**src/rtl/axi_lite_pkg.sv**
```systemverilog
// Shared AXI4-Lite types: response codes plus command/response records
// used by masters and by the benches that drive them.
package axi_lite_pkg;

  localparam int unsigned AXI_ADDR_W = 32;
  localparam int unsigned AXI_DATA_W = 32;
  localparam int unsigned AXI_STRB_W = AXI_DATA_W / 8;

  typedef enum logic [1:0] {
    OKAY   = 2'd0,
    EXOKAY = 2'd1,
    SLVERR = 2'd2,
    DECERR = 2'd3
  } resp_t;

  typedef struct packed {
    logic                  write;
    logic [AXI_ADDR_W-1:0] addr;
    logic [AXI_DATA_W-1:0] wdata;
    logic [AXI_STRB_W-1:0] wstrb;
  } axi_lite_cmd_t;

  typedef struct packed {
    logic                  write;
    logic [AXI_DATA_W-1:0] rdata;
    resp_t                 resp;
  } axi_lite_rsp_t;

endpackage

```
**src/rtl/axi_lite_if.sv**
```systemverilog
// AXI4-Lite bundle carrying all five channels (AR, R, AW, W, B).
interface axi_lite_if
  import axi_lite_pkg::*;
#(
  parameter int unsigned ADDR_WIDTH = 32,
  parameter int unsigned DATA_WIDTH = 32
);

  localparam int unsigned STRB_WIDTH = DATA_WIDTH / 8;

  logic [ADDR_WIDTH-1:0] awaddr;
  logic [2:0]            awprot;
  logic                  awvalid;
  logic                  awready;

  logic [DATA_WIDTH-1:0] wdata;
  logic [STRB_WIDTH-1:0] wstrb;
  logic                  wvalid;
  logic                  wready;

  resp_t                 bresp;
  logic                  bvalid;
  logic                  bready;

  logic [ADDR_WIDTH-1:0] araddr;
  logic [2:0]            arprot;
  logic                  arvalid;
  logic                  arready;

  logic [DATA_WIDTH-1:0] rdata;
  resp_t                 rresp;
  logic                  rvalid;
  logic                  rready;

  modport master (
    output awaddr, awprot, awvalid, input awready,
    output wdata, wstrb, wvalid, input wready,
    input  bresp, bvalid, output bready,
    output araddr, arprot, arvalid, input arready,
    input  rdata, rresp, rvalid, output rready
  );

  modport slave (
    input  awaddr, awprot, awvalid, output awready,
    input  wdata, wstrb, wvalid, output wready,
    output bresp, bvalid, input bready,
    input  araddr, arprot, arvalid, output arready,
    output rdata, rresp, rvalid, input rready
  );

endinterface

```
**src/rtl/axi_lite_master.sv**
```systemverilog
// Single-outstanding AXI4-Lite master: turns one command into one AXI read
// or write and returns a registered response record.
module axi_lite_master
  import axi_lite_pkg::*;
#(
  parameter int unsigned ADDR_WIDTH = 32,
  parameter int unsigned DATA_WIDTH = 32
) (
  input  logic                    aclk,
  input  logic                    areset,
  input  logic                    cmd_valid,
  output logic                    cmd_ready,
  input  logic                    cmd_write,
  input  logic [ADDR_WIDTH-1:0]   cmd_addr,
  input  logic [DATA_WIDTH-1:0]   cmd_wdata,
  input  logic [DATA_WIDTH/8-1:0] cmd_wstrb,
  output logic                    rsp_valid,
  input  logic                    rsp_ready,
  output logic                    rsp_write,
  output logic [DATA_WIDTH-1:0]   rsp_rdata,
  output logic [1:0]              rsp_resp,
  axi_lite_if.master              axim
);

  localparam int unsigned STRB_WIDTH = DATA_WIDTH / 8;

  typedef enum logic [2:0] {
    IDLE    = 3'd0,
    RD_ADDR = 3'd1,
    RD_DATA = 3'd2,
    WR_REQ  = 3'd3,
    WR_RESP = 3'd4,
    RSP     = 3'd5
  } state_t;

  state_t                r_state;
  state_t                w_state_nxt;

  logic                  r_write;
  logic [ADDR_WIDTH-1:0] r_addr;
  logic [DATA_WIDTH-1:0] r_wdata;
  logic [STRB_WIDTH-1:0] r_wstrb;

  logic                  r_arvalid;
  logic                  r_rready;
  logic                  r_awvalid;
  logic                  r_wvalid;
  logic                  r_bready;
  logic                  r_aw_done;
  logic                  r_w_done;

  logic                  r_rsp_valid;
  logic                  r_rsp_write;
  logic [DATA_WIDTH-1:0] r_rsp_rdata;
  resp_t                 r_rsp_resp;

  logic                  w_accept;
  logic                  w_ar_hs;
  logic                  w_aw_hs;
  logic                  w_w_hs;
  logic                  w_aw_done_nxt;
  logic                  w_w_done_nxt;

  // cmd_ready is the only output decoded straight from state.
  assign cmd_ready = (r_state == IDLE) && !areset;
  assign w_accept  = cmd_valid && cmd_ready;

  assign w_ar_hs = r_arvalid && axim.arready;
  assign w_aw_hs = r_awvalid && axim.awready;
  assign w_w_hs  = r_wvalid  && axim.wready;

  // Done flags include this cycle's handshake so simultaneous AW/W completes at once.
  assign w_aw_done_nxt = (r_state == WR_REQ) && (r_aw_done || w_aw_hs);
  assign w_w_done_nxt  = (r_state == WR_REQ) && (r_w_done  || w_w_hs);

  // Next-state decode.
  always_comb begin
    w_state_nxt = r_state;
    case (r_state)
      IDLE: begin
        if (w_accept) begin
          w_state_nxt = cmd_write ? WR_REQ : RD_ADDR;
        end else begin
          w_state_nxt = IDLE;
        end
      end
      RD_ADDR: begin
        if (w_ar_hs) begin
          w_state_nxt = RD_DATA;
        end else begin
          w_state_nxt = RD_ADDR;
        end
      end
      RD_DATA: begin
        if (axim.rvalid) begin
          w_state_nxt = RSP;
        end else begin
          w_state_nxt = RD_DATA;
        end
      end
      WR_REQ: begin
        if (w_aw_done_nxt && w_w_done_nxt) begin
          w_state_nxt = WR_RESP;
        end else begin
          w_state_nxt = WR_REQ;
        end
      end
      WR_RESP: begin
        if (axim.bvalid) begin
          w_state_nxt = RSP;
        end else begin
          w_state_nxt = WR_RESP;
        end
      end
      RSP: begin
        if (rsp_ready) begin
          w_state_nxt = IDLE;
        end else begin
          w_state_nxt = RSP;
        end
      end
      default: w_state_nxt = IDLE;
    endcase
  end

  // State register.
  always_ff @(posedge aclk) begin
    if (areset) begin
      r_state <= IDLE;
    end else begin
      r_state <= w_state_nxt;
    end
  end

  // Channel valids/readies are registered from the next state so they line up with it.
  always_ff @(posedge aclk) begin
    if (areset) begin
      r_arvalid   <= 1'b0;
      r_rready    <= 1'b0;
      r_awvalid   <= 1'b0;
      r_wvalid    <= 1'b0;
      r_bready    <= 1'b0;
      r_aw_done   <= 1'b0;
      r_w_done    <= 1'b0;
      r_rsp_valid <= 1'b0;
    end else begin
      r_arvalid   <= (w_state_nxt == RD_ADDR);
      r_rready    <= (w_state_nxt == RD_DATA);
      r_awvalid   <= (w_state_nxt == WR_REQ) && !w_aw_done_nxt;
      r_wvalid    <= (w_state_nxt == WR_REQ) && !w_w_done_nxt;
      r_bready    <= (w_state_nxt == WR_RESP);
      r_aw_done   <= (w_state_nxt == WR_REQ) && w_aw_done_nxt;
      r_w_done    <= (w_state_nxt == WR_REQ) && w_w_done_nxt;
      r_rsp_valid <= (w_state_nxt == RSP);
    end
  end

  // Command latch and response capture.
  always_ff @(posedge aclk) begin
    if (areset) begin
      r_write     <= 1'b0;
      r_addr      <= {ADDR_WIDTH{1'b0}};
      r_wdata     <= {DATA_WIDTH{1'b0}};
      r_wstrb     <= {STRB_WIDTH{1'b0}};
      r_rsp_write <= 1'b0;
      r_rsp_rdata <= {DATA_WIDTH{1'b0}};
      r_rsp_resp  <= OKAY;
    end else begin
      if (w_accept) begin
        r_write <= cmd_write;
        r_addr  <= cmd_addr;
        r_wdata <= cmd_wdata;
        r_wstrb <= cmd_wstrb;
      end
      if ((r_state == RD_DATA) && axim.rvalid) begin
        r_rsp_write <= r_write;
        r_rsp_rdata <= axim.rdata;
        r_rsp_resp  <= axim.rresp;
      end else if ((r_state == WR_RESP) && axim.bvalid) begin
        r_rsp_write <= r_write;
        r_rsp_rdata <= {DATA_WIDTH{1'b0}};
        r_rsp_resp  <= axim.bresp;
      end
    end
  end

  assign axim.araddr  = r_addr;
  assign axim.arprot  = 3'b000;
  assign axim.arvalid = r_arvalid;
  assign axim.rready  = r_rready;
  assign axim.awaddr  = r_addr;
  assign axim.awprot  = 3'b000;
  assign axim.awvalid = r_awvalid;
  assign axim.wdata   = r_wdata;
  assign axim.wstrb   = r_wstrb;
  assign axim.wvalid  = r_wvalid;
  assign axim.bready  = r_bready;

  assign rsp_valid = r_rsp_valid;
  assign rsp_write = r_rsp_write;
  assign rsp_rdata = r_rsp_rdata;
  assign rsp_resp  = r_rsp_resp;

endmodule

```
**src/flat_wrapper.sv**
```systemverilog
// flat-port wrapper written by rule: the top's interface ports become plain ports
module axi_lite_master_flat import axi_lite_pkg::*;
#(
  parameter int unsigned ADDR_WIDTH = 32,
  parameter int unsigned DATA_WIDTH = 32
)
  (aclk, areset, cmd_valid, cmd_ready, cmd_write, cmd_addr, cmd_wdata, cmd_wstrb, rsp_valid, rsp_ready, rsp_write, rsp_rdata, rsp_resp, axim_awaddr, axim_awprot, axim_awvalid, axim_awready, axim_wdata, axim_wstrb, axim_wvalid, axim_wready, axim_bresp, axim_bvalid, axim_bready, axim_araddr, axim_arprot, axim_arvalid, axim_arready, axim_rdata, axim_rresp, axim_rvalid, axim_rready);
  axi_lite_if #(.ADDR_WIDTH(ADDR_WIDTH), .DATA_WIDTH(DATA_WIDTH)) axim_i ();
  input  logic aclk;
  input  logic areset;
  input  logic cmd_valid;
  output logic cmd_ready;
  input  logic cmd_write;
  input  logic [ADDR_WIDTH-1:0] cmd_addr;
  input  logic [DATA_WIDTH-1:0] cmd_wdata;
  input  logic [DATA_WIDTH/8-1:0] cmd_wstrb;
  output logic rsp_valid;
  input  logic rsp_ready;
  output logic rsp_write;
  output logic [DATA_WIDTH-1:0] rsp_rdata;
  output logic [1:0] rsp_resp;
  output wire logic [$bits(axim_i.awaddr)-1:0] axim_awaddr;
  output wire logic [$bits(axim_i.awprot)-1:0] axim_awprot;
  output wire logic [$bits(axim_i.awvalid)-1:0] axim_awvalid;
  input wire logic [$bits(axim_i.awready)-1:0] axim_awready;
  output wire logic [$bits(axim_i.wdata)-1:0] axim_wdata;
  output wire logic [$bits(axim_i.wstrb)-1:0] axim_wstrb;
  output wire logic [$bits(axim_i.wvalid)-1:0] axim_wvalid;
  input wire logic [$bits(axim_i.wready)-1:0] axim_wready;
  input wire logic [$bits(axim_i.bresp)-1:0] axim_bresp;
  input wire logic [$bits(axim_i.bvalid)-1:0] axim_bvalid;
  output wire logic [$bits(axim_i.bready)-1:0] axim_bready;
  output wire logic [$bits(axim_i.araddr)-1:0] axim_araddr;
  output wire logic [$bits(axim_i.arprot)-1:0] axim_arprot;
  output wire logic [$bits(axim_i.arvalid)-1:0] axim_arvalid;
  input wire logic [$bits(axim_i.arready)-1:0] axim_arready;
  input wire logic [$bits(axim_i.rdata)-1:0] axim_rdata;
  input wire logic [$bits(axim_i.rresp)-1:0] axim_rresp;
  input wire logic [$bits(axim_i.rvalid)-1:0] axim_rvalid;
  output wire logic [$bits(axim_i.rready)-1:0] axim_rready;
  assign axim_awaddr = axim_i.awaddr;
  assign axim_awprot = axim_i.awprot;
  assign axim_awvalid = axim_i.awvalid;
  assign axim_i.awready = axim_awready;
  assign axim_wdata = axim_i.wdata;
  assign axim_wstrb = axim_i.wstrb;
  assign axim_wvalid = axim_i.wvalid;
  assign axim_i.wready = axim_wready;
  assign axim_i.bresp = axim_bresp;
  assign axim_i.bvalid = axim_bvalid;
  assign axim_bready = axim_i.bready;
  assign axim_araddr = axim_i.araddr;
  assign axim_arprot = axim_i.arprot;
  assign axim_arvalid = axim_i.arvalid;
  assign axim_i.arready = axim_arready;
  assign axim_i.rdata = axim_rdata;
  assign axim_i.rresp = axim_rresp;
  assign axim_i.rvalid = axim_rvalid;
  assign axim_rready = axim_i.rready;
  axi_lite_master #(.ADDR_WIDTH(ADDR_WIDTH), .DATA_WIDTH(DATA_WIDTH)) u_core (.aclk(aclk), .areset(areset), .cmd_valid(cmd_valid), .cmd_ready(cmd_ready), .cmd_write(cmd_write), .cmd_addr(cmd_addr), .cmd_wdata(cmd_wdata), .cmd_wstrb(cmd_wstrb), .rsp_valid(rsp_valid), .rsp_ready(rsp_ready), .rsp_write(rsp_write), .rsp_rdata(rsp_rdata), .rsp_resp(rsp_resp), .axim(axim_i));
endmodule
```
**config.mk**
```make
export PLATFORM = sky130hd
export DESIGN_NAME = axi_lite_master_flat
export DESIGN_NICKNAME = d
export VERILOG_FILES = /design/src/rtl/axi_lite_pkg.sv /design/src/rtl/axi_lite_if.sv /design/src/rtl/axi_lite_master.sv /design/src/flat_wrapper.sv
export SDC_FILE = /design/constraint.sdc
export NUM_CORES = 1
export LEC_CHECK = 0
export ABC_AREA = 1
export BUFFER_PORTS_ARGS = -buffer_cell sky130_fd_sc_hd__clkbuf_2
export CORE_MARGIN = 3
export CORE_UTILIZATION = 47
export CTS_CLUSTER_DIAMETER = 150
export DETAILED_ROUTE_END_ITERATION = 7
export PLACE_DENSITY = 0.84
export SLEW_MARGIN = 20
export SYNTH_ARGS = -nofsm -noshare
export SYNTH_HDL_FRONTEND = slang
export SYNTH_SLANG_ARGS = --single-unit
```
**constraint.sdc**
```tcl
create_clock -name aclk -period 2.5 [get_ports aclk]
set_input_delay 0.5 -clock aclk [delete_from_list [all_inputs] [get_ports aclk]]
set_output_delay 0.5 -clock aclk [all_outputs]
set_load 0.02 [all_outputs]
```
Word-level counts from Yosys, hierarchy flattened
Cells that the tools add are included.
{"block": "classes", "n_eq_ne": 10, "reduce_logical": 21, "muxes": 14}
{"op": "$mux 32", "n": 2}
{"op": "$pmux 3 s6", "n": 1}
{"op": "$logic_and 1x1->1", "n": 14}
{"op": "$eq 3x2->1 const B", "n": 4}
{"op": "$eq 3x3->1 const B", "n": 4}
{"op": "$mux 3", "n": 4}
{"op": "$mux 2", "n": 4}
{"op": "$eq 3x1->1 const B", "n": 2}
{"op": "$logic_not 1->1", "n": 3}
{"op": "$logic_not 3->1", "n": 1}
{"op": "$mux 1", "n": 3}
{"op": "$logic_or 1x1->1", "n": 2}
{"op": "$reduce_bool 2->1", "n": 1}
{"block": "word_totals", "register_bits": 115}

Logic depth before layout (Yosys ltp)
Gate-level depths: netlist of the first run.
{"block": "logic_depth", "ltp_word": 8, "depth_mapped": 8, "ltp_nobuf": 8}

Least setup slack after synthesis of the first run
Ideal clock, no wire load.
{"block": "synth_timing", "path_type": "input port to output port", "from": "input port areset", "to": "output port cmd_ready", "arrival_time_ps": 1185, "cell_stages": 2, "path_slack_ps": 815, "n_path_buf": 1, "path_cell_list": "clkbuf_1 -> nor3_1"}
{"block": "synth_via", "elab_chain_len": 2}
{"item": "start: declaration", "line": "flat_wrapper.sv:10", "source": "input logic areset;"}
{"item": "$logic_not 1->1", "line": "axi_lite_master.sv:65", "source": "assign cmd_ready = (r_state == IDLE) && !areset;"}
{"item": "$logic_and 1x1->1", "line": "axi_lite_master.sv:65"}
{"item": "end: declaration", "line": "flat_wrapper.sv:12", "source": "output logic cmd_ready;"}
Every way passes these cells.

Final worst setup path of the first run
{"block": "layout_timing", "from": "register u_core.r_state[0]", "to": "output port cmd_ready"}
{"block": "layout_via", "elab_chain_len": 2}
{"item": "start: declaration", "line": "axi_lite_master.sv:36", "source": "state_t r_state;"}
{"item": "start signal: assignment", "line": "axi_lite_master.sv:131", "source": "r_state <= w_state_nxt;"}
{"item": "$logic_not 3->1", "line": "axi_lite_master.sv:65"}
{"item": "$logic_and 1x1->1", "line": "axi_lite_master.sv:65"}
Every way passes these cells.

==> results of run 1 <==
## sequential cells by signal, summed over array words and instances, names as in the netlist, 2 cells and up
| register | flops |
|---|---|
| u_core.axim.araddr | 32 |
| u_core.axim.wdata | 32 |
| u_core.rsp_rdata | 32 |
| u_core.axim.wstrb | 4 |
| u_core.r_state | 3 |
| u_core.rsp_resp | 2 |
## cells in the final DEF, fill, tap and decap left out, types with 5 or more instances in the layout
| cell type | netlist | layout |
|---|---|---|
| a21oi_1 | 105 | 105 |
| clkbuf_16 | 0 | 16 |
| clkbuf_2 | 0 | 255 |
| clkinv_4 | 0 | 7 |
| conb_1 | 1 | 6 |
| dfxtp_1 | 115 | 115 |
| inv_1 | 84 | 83 |
| nand2_1 | 89 | 89 |
| nand3_1 | 5 | 5 |
| nor2_1 | 17 | 17 |
| o21ai_0 | 74 | 74 |
## cells by family after synthesis
group | Yosys count
buf+inv | 157
flops | 115
simple gates | 119
compound gates | 179
other cells | 1
## cell type report
cell class,instances,area (sq um)
Clock inverter,14,156.4
Fill cell,731,2867
Timing Repair Buffer,259,1344
Inverter,86,322.8
Sequential cell,115,2302
Multi-Input combinational cell,304,1409
Clock buffer,18,417.9
Tap cell,126,157.7
## synthesized netlist by cell type
cell        n  area share (%)
nand2_2     1            0.14
nand3_1     5            0.56
o21ai_0    74             8.3
inv_1      84             7.0
buf_4      42             7.0
buf_6       4             1.0
nand3_2     3            0.67
conb_1      1           0.084
nor3_1      1            0.11
dfxtp_1   115              51
nor2_2      3            0.42
buf_2      13             1.5
nor2_1     17             1.4
nand2_1    89             7.5
clkbuf_1   12             1.0
a21oi_1   105              12
inv_2       2            0.17
## worst max-delay path, cell delays in order (launching register included)
cell and delay [ps]:
dfxtp_1 320, nor2_1 280, inv_1 100, nor3_1 150
clkbuf_2 210
## worst max-delay path by stage
stage / from / end / depth (start not counted)
after detailed placement: areset / u_core.axim.araddr[3]$_SDFFE_PP0N_ / 6
after global routing: u_core.r_state[1]$_SDFF_PP0_ / cmd_ready / 4
after global placement: areset / u_core.axim.wstrb[3]$_SDFFE_PP0N_ / 6
after floorplan: areset / cmd_ready / 2
final: u_core.r_state[0]$_SDFF_PP0_ / cmd_ready / 4
after CTS: u_core.r_state[0]$_SDFF_PP0_ / cmd_ready / 4
## power by group
group / internal [mW] / switching [mW]
Sequential: 1.96 / 0.0812
Combinational: 0.264 / 0.510
Clock: 1.43 / 0.865
Total: 3.65 / 1.46
## routing by layer
| metal | wire [microns] | up-vias | track usage [%] |
|---|---|---|---|
| met2 | 6639 | 207 | 41.96 |
| met5 | 0 | - | 0 |
| met3 | 1015 | 32 | 8.271 |
| met1 | 4682 | 1960 | 22.65 |
| li1 | - | 2185 | - |
| met4 | 442 | 0 | 10.54 |
## per-stage QoR
| stage | setup slack [ps] | util (%) | instances |
|---|---|---|---|
| 2_1_floorplan | 815.4 | - | 576 |
| 3_3_place_gp | 633.3 | 61.67 | 890 |
| 4_1_cts | 419.0 | 68.07 | 922 |
| 6_report | 442.6 | 68.07 | 922 |
| 3_5_place_dp | 521.1 | 61.67 | 890 |
| 5_1_grt | 314.3 | 68.07 | 922 |
==> flow_summary.yaml, run 1 <==
sta:
  holdWs_ps: 232.5
  finalHoldViolations: 0
  finalSetupTns_ps: 0
  relSlewSlack_pct: 61.24
  setup_viol: 0
  worst_pin_slew_ps: 580.5
  period_needed_ps: 2057
  rsz0062_at_grt: "no"
  finalClockSkew_ps: 8.765
  clock.fmax_mhz: 486.0
  drv_slew: 0
  post-route-period-util_pct: 82.30
setup_path:
  r2r_slack_ps: 730
  rr_endpoint: "u_core.axim.wvalid$_SDFF_PP0_"
  critical_path_required_ps: 2000
  reg2reg_depth: 7
  crit_fanout: 3
  endpoint_kind: "output pin"
  critical_path_arrival_ps: 1560
  cp-start-kind: "register"
  crit_type: "register to output pin"
  r2r_start: "u_core.r_state[0]$_SDFF_PP0_"
cts:
  htree_levels: 4
  clock_latency_ps: 490
  cts_setup_buffers: 0
  post_cts_resized: 0
  cts-hold-fix-buffers: 0
  clockBufferDepth: 2
  cts_tree: "built"
  cts-buffers-inserted: 17
  path_clk_slew_ps: 60
  cts_sinks: 115
  root_buffer: "clkbuf_8"
power:
  vdd_drop_max_mv: 0.4588
  leakage_nw: 2.984
  power_density_mw_per_mm2: 836.0
  power_mw: 5.108
layout:
  nets: 897
  antennaDiodeCount: 0
  design_area_sq_mm: 0.006110
  layout-drive-gt1-share_pct: 37.69
  area_growth_pct: 36.43
global_route:
  grt_overflow: 0
  antenna_found_initial: 0
  grt_max_degree: 65
  grtUsageTotal_pct: 22.74
  grt_pass1_vias: 4281
  grt_pass1_wl_microns: 20130
route:
  first_pass_iters: 5
  drc_errors: 0
  vias_per_cell: 4.755
  vias: 4384
  ant_nets: 0
  wl_microns: 12780
  drt_iter0_drc: 133
  wire_per_inst_microns: 13.86
synthesis:
  synth-compound-area-share_pct: 20.01
  synth.ff_latch_count: 115
  synth_fa_ha_area_share_pct: 0
  synth_top_family_by_area: "compound AO/OA/AOI/OAI gates"
  synth_simple_gate_area_share_pct: 10.79
  seq_area_frac_synth_pct: 51.41
  synth_area_per_cell_sq_um: 7.842
  yosysUniqueCellTypes: 17
  synth_cells: 571
  synth_area_sq_mm: 0.004478
  yosys-mux-area-fraction_pct: 0
  ys_warn_count: 0
  synth-xor-area-share_pct: 0
floorplan:
  ioPinCount: 262
  coreArea_sq_mm: 0.008976
  row_count: 34
  die_w_microns: 103.6
  die_h_microns: 103.6
  die_area_sq_mm: 0.01074
  initial_utilization_pct: 49.89
job:
  cap_violations: 0
run_status:
  status: "completed"
min_path:
  min_path_cells: 3
  hold_path_class: "primary input to register"
  min-delay-start: "axim_rresp[0]"
  whs_endpoint: "u_core.rsp_resp[0]$_SDFFE_PP0P_"
place:
  post-dp-hpwl_microns: 9601
  place_area_sq_mm: 0.005535
  gp_routability_congestion: 0.8178
  numPortBuffers: 255
Note: power is estimated with default switching activity, not from simulation.
==> inputs of run 2 (changes only) <==
--- a/config.mk
+++ b/config.mk
@@ -8,10 +8,10 @@
 export ABC_AREA = 1
 export BUFFER_PORTS_ARGS = -buffer_cell sky130_fd_sc_hd__clkbuf_2
 export CORE_MARGIN = 3
-export CORE_UTILIZATION = 47
+export CORE_UTILIZATION = 39
 export CTS_CLUSTER_DIAMETER = 150
 export DETAILED_ROUTE_END_ITERATION = 7
-export PLACE_DENSITY = 0.84
+export PLACE_DENSITY = 0.75
 export SLEW_MARGIN = 20
 export SYNTH_ARGS = -nofsm -noshare
 export SYNTH_HDL_FRONTEND = slang
==> constraint.sdc (replaced) <==
create_clock -name aclk -period 1.7 [get_ports aclk]
set_input_delay 0.34 -clock aclk [delete_from_list [all_inputs] [get_ports aclk]]
set_output_delay 0.34 -clock aclk [all_outputs]
set_load 0.02 [all_outputs]
==> flow_summary.yaml, run 2 (synthesized netlist as in run 1, its figures left out) <==
floorplan:
  die_area_sq_mm: 0.01280
  die_w_microns: 113.2
  initial_utilization_pct: 40.60
  coreArea_sq_mm: 0.01103
  row_count: 38
  ioPinCount: 262
  die_h_microns: 113.2
layout:
  layout-drive-gt1-share_pct: 38.30
  layout_common_cells: "254 x clkbuf_2, 115 x dfxtp_1, 105 x a21oi_1, 89 x nand2_1, 83 x inv_1"
  area_growth_pct: 38.81
  design_area_sq_mm: 0.006216
  nets: 900
  antennaDiodeCount: 0
  layout_commonest_cell: "clkbuf_2"
  stdcell_count: 939
power:
  leakage_nw: 3.023
  power_switching_share_pct: 27.49
  power_density_mw_per_mm2: 1252
  clkPwrFrac_pct: 47.0
  switching_power_mw: 2.138
  pwr-share-comb_pct: 14.5
  power_mw: 7.780
  power_frac_seq_pct: 38.5
  internal_power_mw: 5.642
  vdd_drop_max_mv: 0.8581
min_path:
  hold_path_class: "primary input to register"
  min_path_cells: 3
route:
  drt_iter0_drc: 215
  drc_errors: 0
  ant_nets: 0
  wire_per_inst_microns: 12.25
  vias_per_cell: 4.455
  wl_microns: 11500
  first_pass_iters: 4
  vias: 4183
sta:
  clock.fmax_mhz: 633.1
  drv_slew: 0
  holdWs_ps: 168.8
  setup_viol: 0
  finalHoldViolations: 0
  rsz0062_at_grt: "no"
  finalSetupTns_ps: 0
  finalClockSkew_ps: 10.49
  post-route-period-util_pct: 92.91
  period_needed_ps: 1579
setup_path:
  endpoint_kind: "output pin"
  critical_path_required_ps: 1360
  critical_path_arrival_ps: 1240
  crit_fanout: 4
  reg2reg_depth: 5
  cp-start-kind: "register"
  crit_type: "register to output pin"
place:
  post-dp-hpwl_microns: 8330
  placedCellCount: 906
  gp_routability_congestion: 0.7688
  place_area_sq_mm: 0.005580
  numPortBuffers: 255
cts:
  path_clk_slew_ps: 60
  cts-hold-fix-buffers: 0
  cts_tree: "built"
  cts-buffers-inserted: 17
  cts_sinks: 115
  clockBufferDepth: 2
  clock_latency_ps: 400
  root_buffer: "clkbuf_16"
  htree_levels: 4
global_route:
  antenna_found_initial: 0
  grtUsageTotal_pct: 17.33
  grt_pass1_wl_microns: 17840
  grt_max_degree: 88
  grt_pass1_vias: 3872
  grt_overflow: 0
job:
  cap_violations: 0
run_status:
  status: "completed"
[run 2: cell count changes in the layout (fill, tap and decap cells not counted), sizes merged]
cell,before,now
inv,88,90
clkinv,9,5
clkbuf,273,272
clkinvlp,1,2
buf,4,8
bufinv,2,3
[run 2: metal layers]
layer  routed length (microns)  vias to the layer above  global-route usage [%]
li1                          -                     2186                       -
met1                      4740                     1807                   20.09
met2                      5503                      178                   28.20
met3                      1094                       12                   7.380
met4                       162                        0                   7.051
met5                         0                        -                       0
[run 2: stage by stage]
step                      worst slack [ps]  utilization, %
final                                120.6           56.35
after global routing                 17.99           56.35
after CTS                            26.91           56.24
after detailed placement             155.1           50.59
after global placement               193.9           50.59
after floorplan                      335.4               -
[run 2: path summary, 6_finish.rpt]
| kind | start | to | slack [ps] |
|---|---|---|---|
| worst min-delay path | axim_rresp[0] | u_core.rsp_resp[0]$_SDFFE_PP0P_ | 170 |
| worst min register to register | u_core.axim.wdata[4]$_SDFFE_PP0N_ | u_core.axim.wdata[4]$_SDFFE_PP0N_ | 440 |
| worst max register to register | u_core.r_state[2]$_SDFF_PP0_ | u_core.axim.wdata[14]$_SDFFE_PP0N_ | 190 |
| worst max-delay path | u_core.r_state[1]$_SDFF_PP0_ | cmd_ready | 120 |
[run 2: worst max-delay path, cell delays in order, from the launching register on]
cell     delay (ps)
dfxtp_1         350
nor2_4          140
inv_1            70
nor3_2          100
buf_2           180
[run 2: repair_timing]
action / CTS / global route
endpoints found under the setup margin: 1 / 1
setup buffers: 0 / 1
gates resized for setup: 2 / 2
pin swaps: 0 / 1
[run 2: final cells by class]
class / count / area [sq um]
Clock buffer: 18 / 439.2
Timing Repair Buffer: 262 / 1379
Inverter: 86 / 322.8
Fill cell: 1059 / 4815
Multi-Input combinational cell: 304 / 1421
Sequential cell: 115 / 2302
Tap cell: 140 / 175.2
Clock inverter: 14 / 176.4
[run 2: power groups by stage]
stage / logic [mW] / registers, mW / clock network [mW]
global placement: 1.12 / 3.04 / 0
floorplan: 0.576 / 3.25 / 0
global route: 1.24 / 3.02 / 3.86
CTS: 1.13 / 3.00 / 3.75
detailed placement: 1.12 / 3.05 / 0
finish: 1.13 / 2.99 / 3.66
==> inputs of run 3 (changes only) <==
--- a/config.mk
+++ b/config.mk
@@ -6,7 +6,7 @@
 export NUM_CORES = 1
 export LEC_CHECK = 0
 export ABC_AREA = 1
-export BUFFER_PORTS_ARGS = -buffer_cell sky130_fd_sc_hd__clkbuf_2
+export BUFFER_PORTS_ARGS = -buffer_cell sky130_fd_sc_hd__buf_4
 export CORE_MARGIN = 3
 export CORE_UTILIZATION = 39
 export CTS_CLUSTER_DIAMETER = 150
==> flow_summary.yaml, run 3 (synthesized netlist as in run 1, its figures left out) <==
global_route:
  grt_overflow: 0
  antenna_found_initial: 0
  grt_max_degree: 77
  grtUsageTotal_pct: 19.25
  grt_pass1_vias: 4058
  grt_pass1_wl_microns: 19430
place:
  numPortBuffers: 255
  gp_routability_congestion: 0.8067
  post-dp-hpwl_microns: 9606
sta:
  clock.fmax_mhz: 634.3
  finalHoldViolations: 0
  rsz0062_at_grt: "no"
  finalSetupTns_ps: 0
  period_needed_ps: 1577
  post-route-period-util_pct: 92.74
  finalClockSkew_ps: 10.02
  setup_viol: 0
  drv_slew: 0
setup_path:
  path_cells: "nor2_4, inv_1, nor3_2, buf_4"
  crit_type: "register to output pin"
  endpoint_kind: "output pin"
  cp_top_family: "flip-flops"
  crit_path_top_delay_cell: "dfxtp_1"
  crit_path_end: "cmd_ready"
  r2r_slack_ps: 190
  worstSetupPathDepth: 4
  rr_endpoint: "u_core.axim.araddr[11]$_SDFFE_PP0N_"
  reg2reg_depth: 6
  critical_path_arrival_ps: 1240
  critical_path_required_ps: 1360
  critPathBufInv: 2
  cp-start-kind: "register"
  crit_fanout: 4
  cp-startpoint: "u_core.r_state[1]$_SDFF_PP0_"
  r2r_start: "u_core.r_state[1]$_SDFF_PP0_"
  slowest_delay_ps: 360
power:
  switching_power_mw: 2.026
  power_mw: 7.774
  power_switching_share_pct: 26.06
  power_density_mw_per_mm2: 1140
  pwr-share-comb_pct: 17.4
  clkPwrFrac_pct: 44.0
  leakage_nw: 3.192
  power_frac_seq_pct: 38.6
  vdd_drop_max_mv: 0.7127
  internal_power_mw: 5.748
layout:
  antennaDiodeCount: 0
  layout_common_cells: "260 x buf_4, 115 x dfxtp_1, 105 x a21oi_1, 89 x nand2_1, 83 x inv_1"
  area_growth_pct: 52.25
  layout-drive-gt1-share_pct: 38.00
  nets: 901
  layout_commonest_cell: "buf_4"
route:
  dr_wl_met2_microns: 6196
  first_pass_iters: 4
  wl_met3_microns: 1469
  wl_met1_microns: 4553
  wl_microns: 12540
  drc_errors: 0
  vias: 4310
  wire_per_inst_microns: 13.34
  vias_per_cell: 4.585
  ant_nets: 0
  drt_iter0_drc: 245
  routed.top_layer: "met4"
floorplan:
  coreArea_sq_mm: 0.01103
  row_count: 38
  ioPinCount: 262
  die_h_microns: 113.2
  initial_utilization_pct: 40.60
  die_area_sq_mm: 0.01280
  die_w_microns: 113.2
min_path:
  min_path_cells: 3
  min-delay-start: "axim_rdata[2]"
  hold_path_class: "primary input to register"
cts:
  htree_levels: 4
  clockBufferDepth: 2
  path_clk_slew_ps: 50
  cts-hold-fix-buffers: 0
  cts_tree: "built"
  clock_latency_ps: 410
  cts-buffers-inserted: 17
  cts_sinks: 115
  root_buffer: "clkbuf_16"
run_status:
  status: "completed"
job:
  cap_violations: 0
-- run 3: changes by cell type in the layout (fill, tap and decap cells not counted) --
cell	previous run	this run
buf_4	3	260
clkbuf_2	254	0
inv_6	4	0
clkbuf_1	0	3
clkbuf_8	1	3
clkinv_2	2	4
clkinv_4	3	1
buf_12	4	3
buf_2	1	0
bufinv_16	3	2
inv_2	3	2
inv_4	0	1
-- run 3: worst min path at each step --
stage                                               endpoint  slack (ps)
after floorplan                 u_core.r_state[2]$_SDFF_PP0_         420
after global placement    u_core.axim.wdata[21]$_SDFFE_PP0N_         430
after global routing       u_core.rsp_rdata[11]$_SDFFE_PP0P_         180
after CTS                   u_core.rsp_rdata[8]$_SDFFE_PP0P_         170
final                       u_core.rsp_rdata[2]$_SDFFE_PP0P_         190
after detailed placement  u_core.axim.wdata[15]$_SDFFE_PP0N_         440
-- run 3: area by class of cell --
type                    instances  area, sq um
inverters                      86        325.3
clock buffers                  23        478.0
flip-flops and latches        115         2302
well taps                     140        175.2
fillers                       954         4213
clock inverters                 9        103.9
multi-input cells             304         1421
repair buffers                263         2012
-- run 3: metrics by stage --
stage / hold WS (ps) / utilization, % / area [sq um] / std cells / setup slack [ps]
floorplan: 419.4 / - / 4497 / 576 / 335.4
global placement: 431.6 / 56.33 / 6213 / 907 / 155.8
detailed placement: 436.9 / 56.33 / 6213 / 907 / 19.36
CTS: 171.9 / 61.67 / 6803 / 939 / 8.693
global route: 175.6 / 61.81 / 6818 / 940 / 39.05
finish: 185.1 / 61.81 / 6818 / 940 / 123.4
-- run 3: worst register-to-register path, delay by kind of cell, from the launching register on --
family          cells  cell delay [ps]
flops               1              360
simple gates        2              290
buf+inv             2              400
compound gates      2              330
-- run 3: power groups by stage --
stage | registers, mW | logic, mW | clock network [mW]
after floorplan | 3.25 | 0.576 | 0
after global placement | 3.04 | 1.32 | 0
after detailed placement | 3.06 | 1.35 | 0
after CTS | 3.00 | 1.36 | 3.49
after global routing | 3.02 | 1.46 | 3.64
final | 3.00 | 1.35 | 3.42
-- run 3: layer usage --
layer / vias to the layer above / track usage (%)
li1: 2197 / -
met1: 1886 / 20.59
met2: 203 / 32.19
met3: 24 / 8.556
met4: 0 / 9.696
met5: - / 0
-- run 3: repair_timing --
item | CTS | global route
endpoints found under the setup margin | 1 | 8
pin swaps | 0 | 1
resized for setup | 2 | 3
buffers inserted | 0 | 1
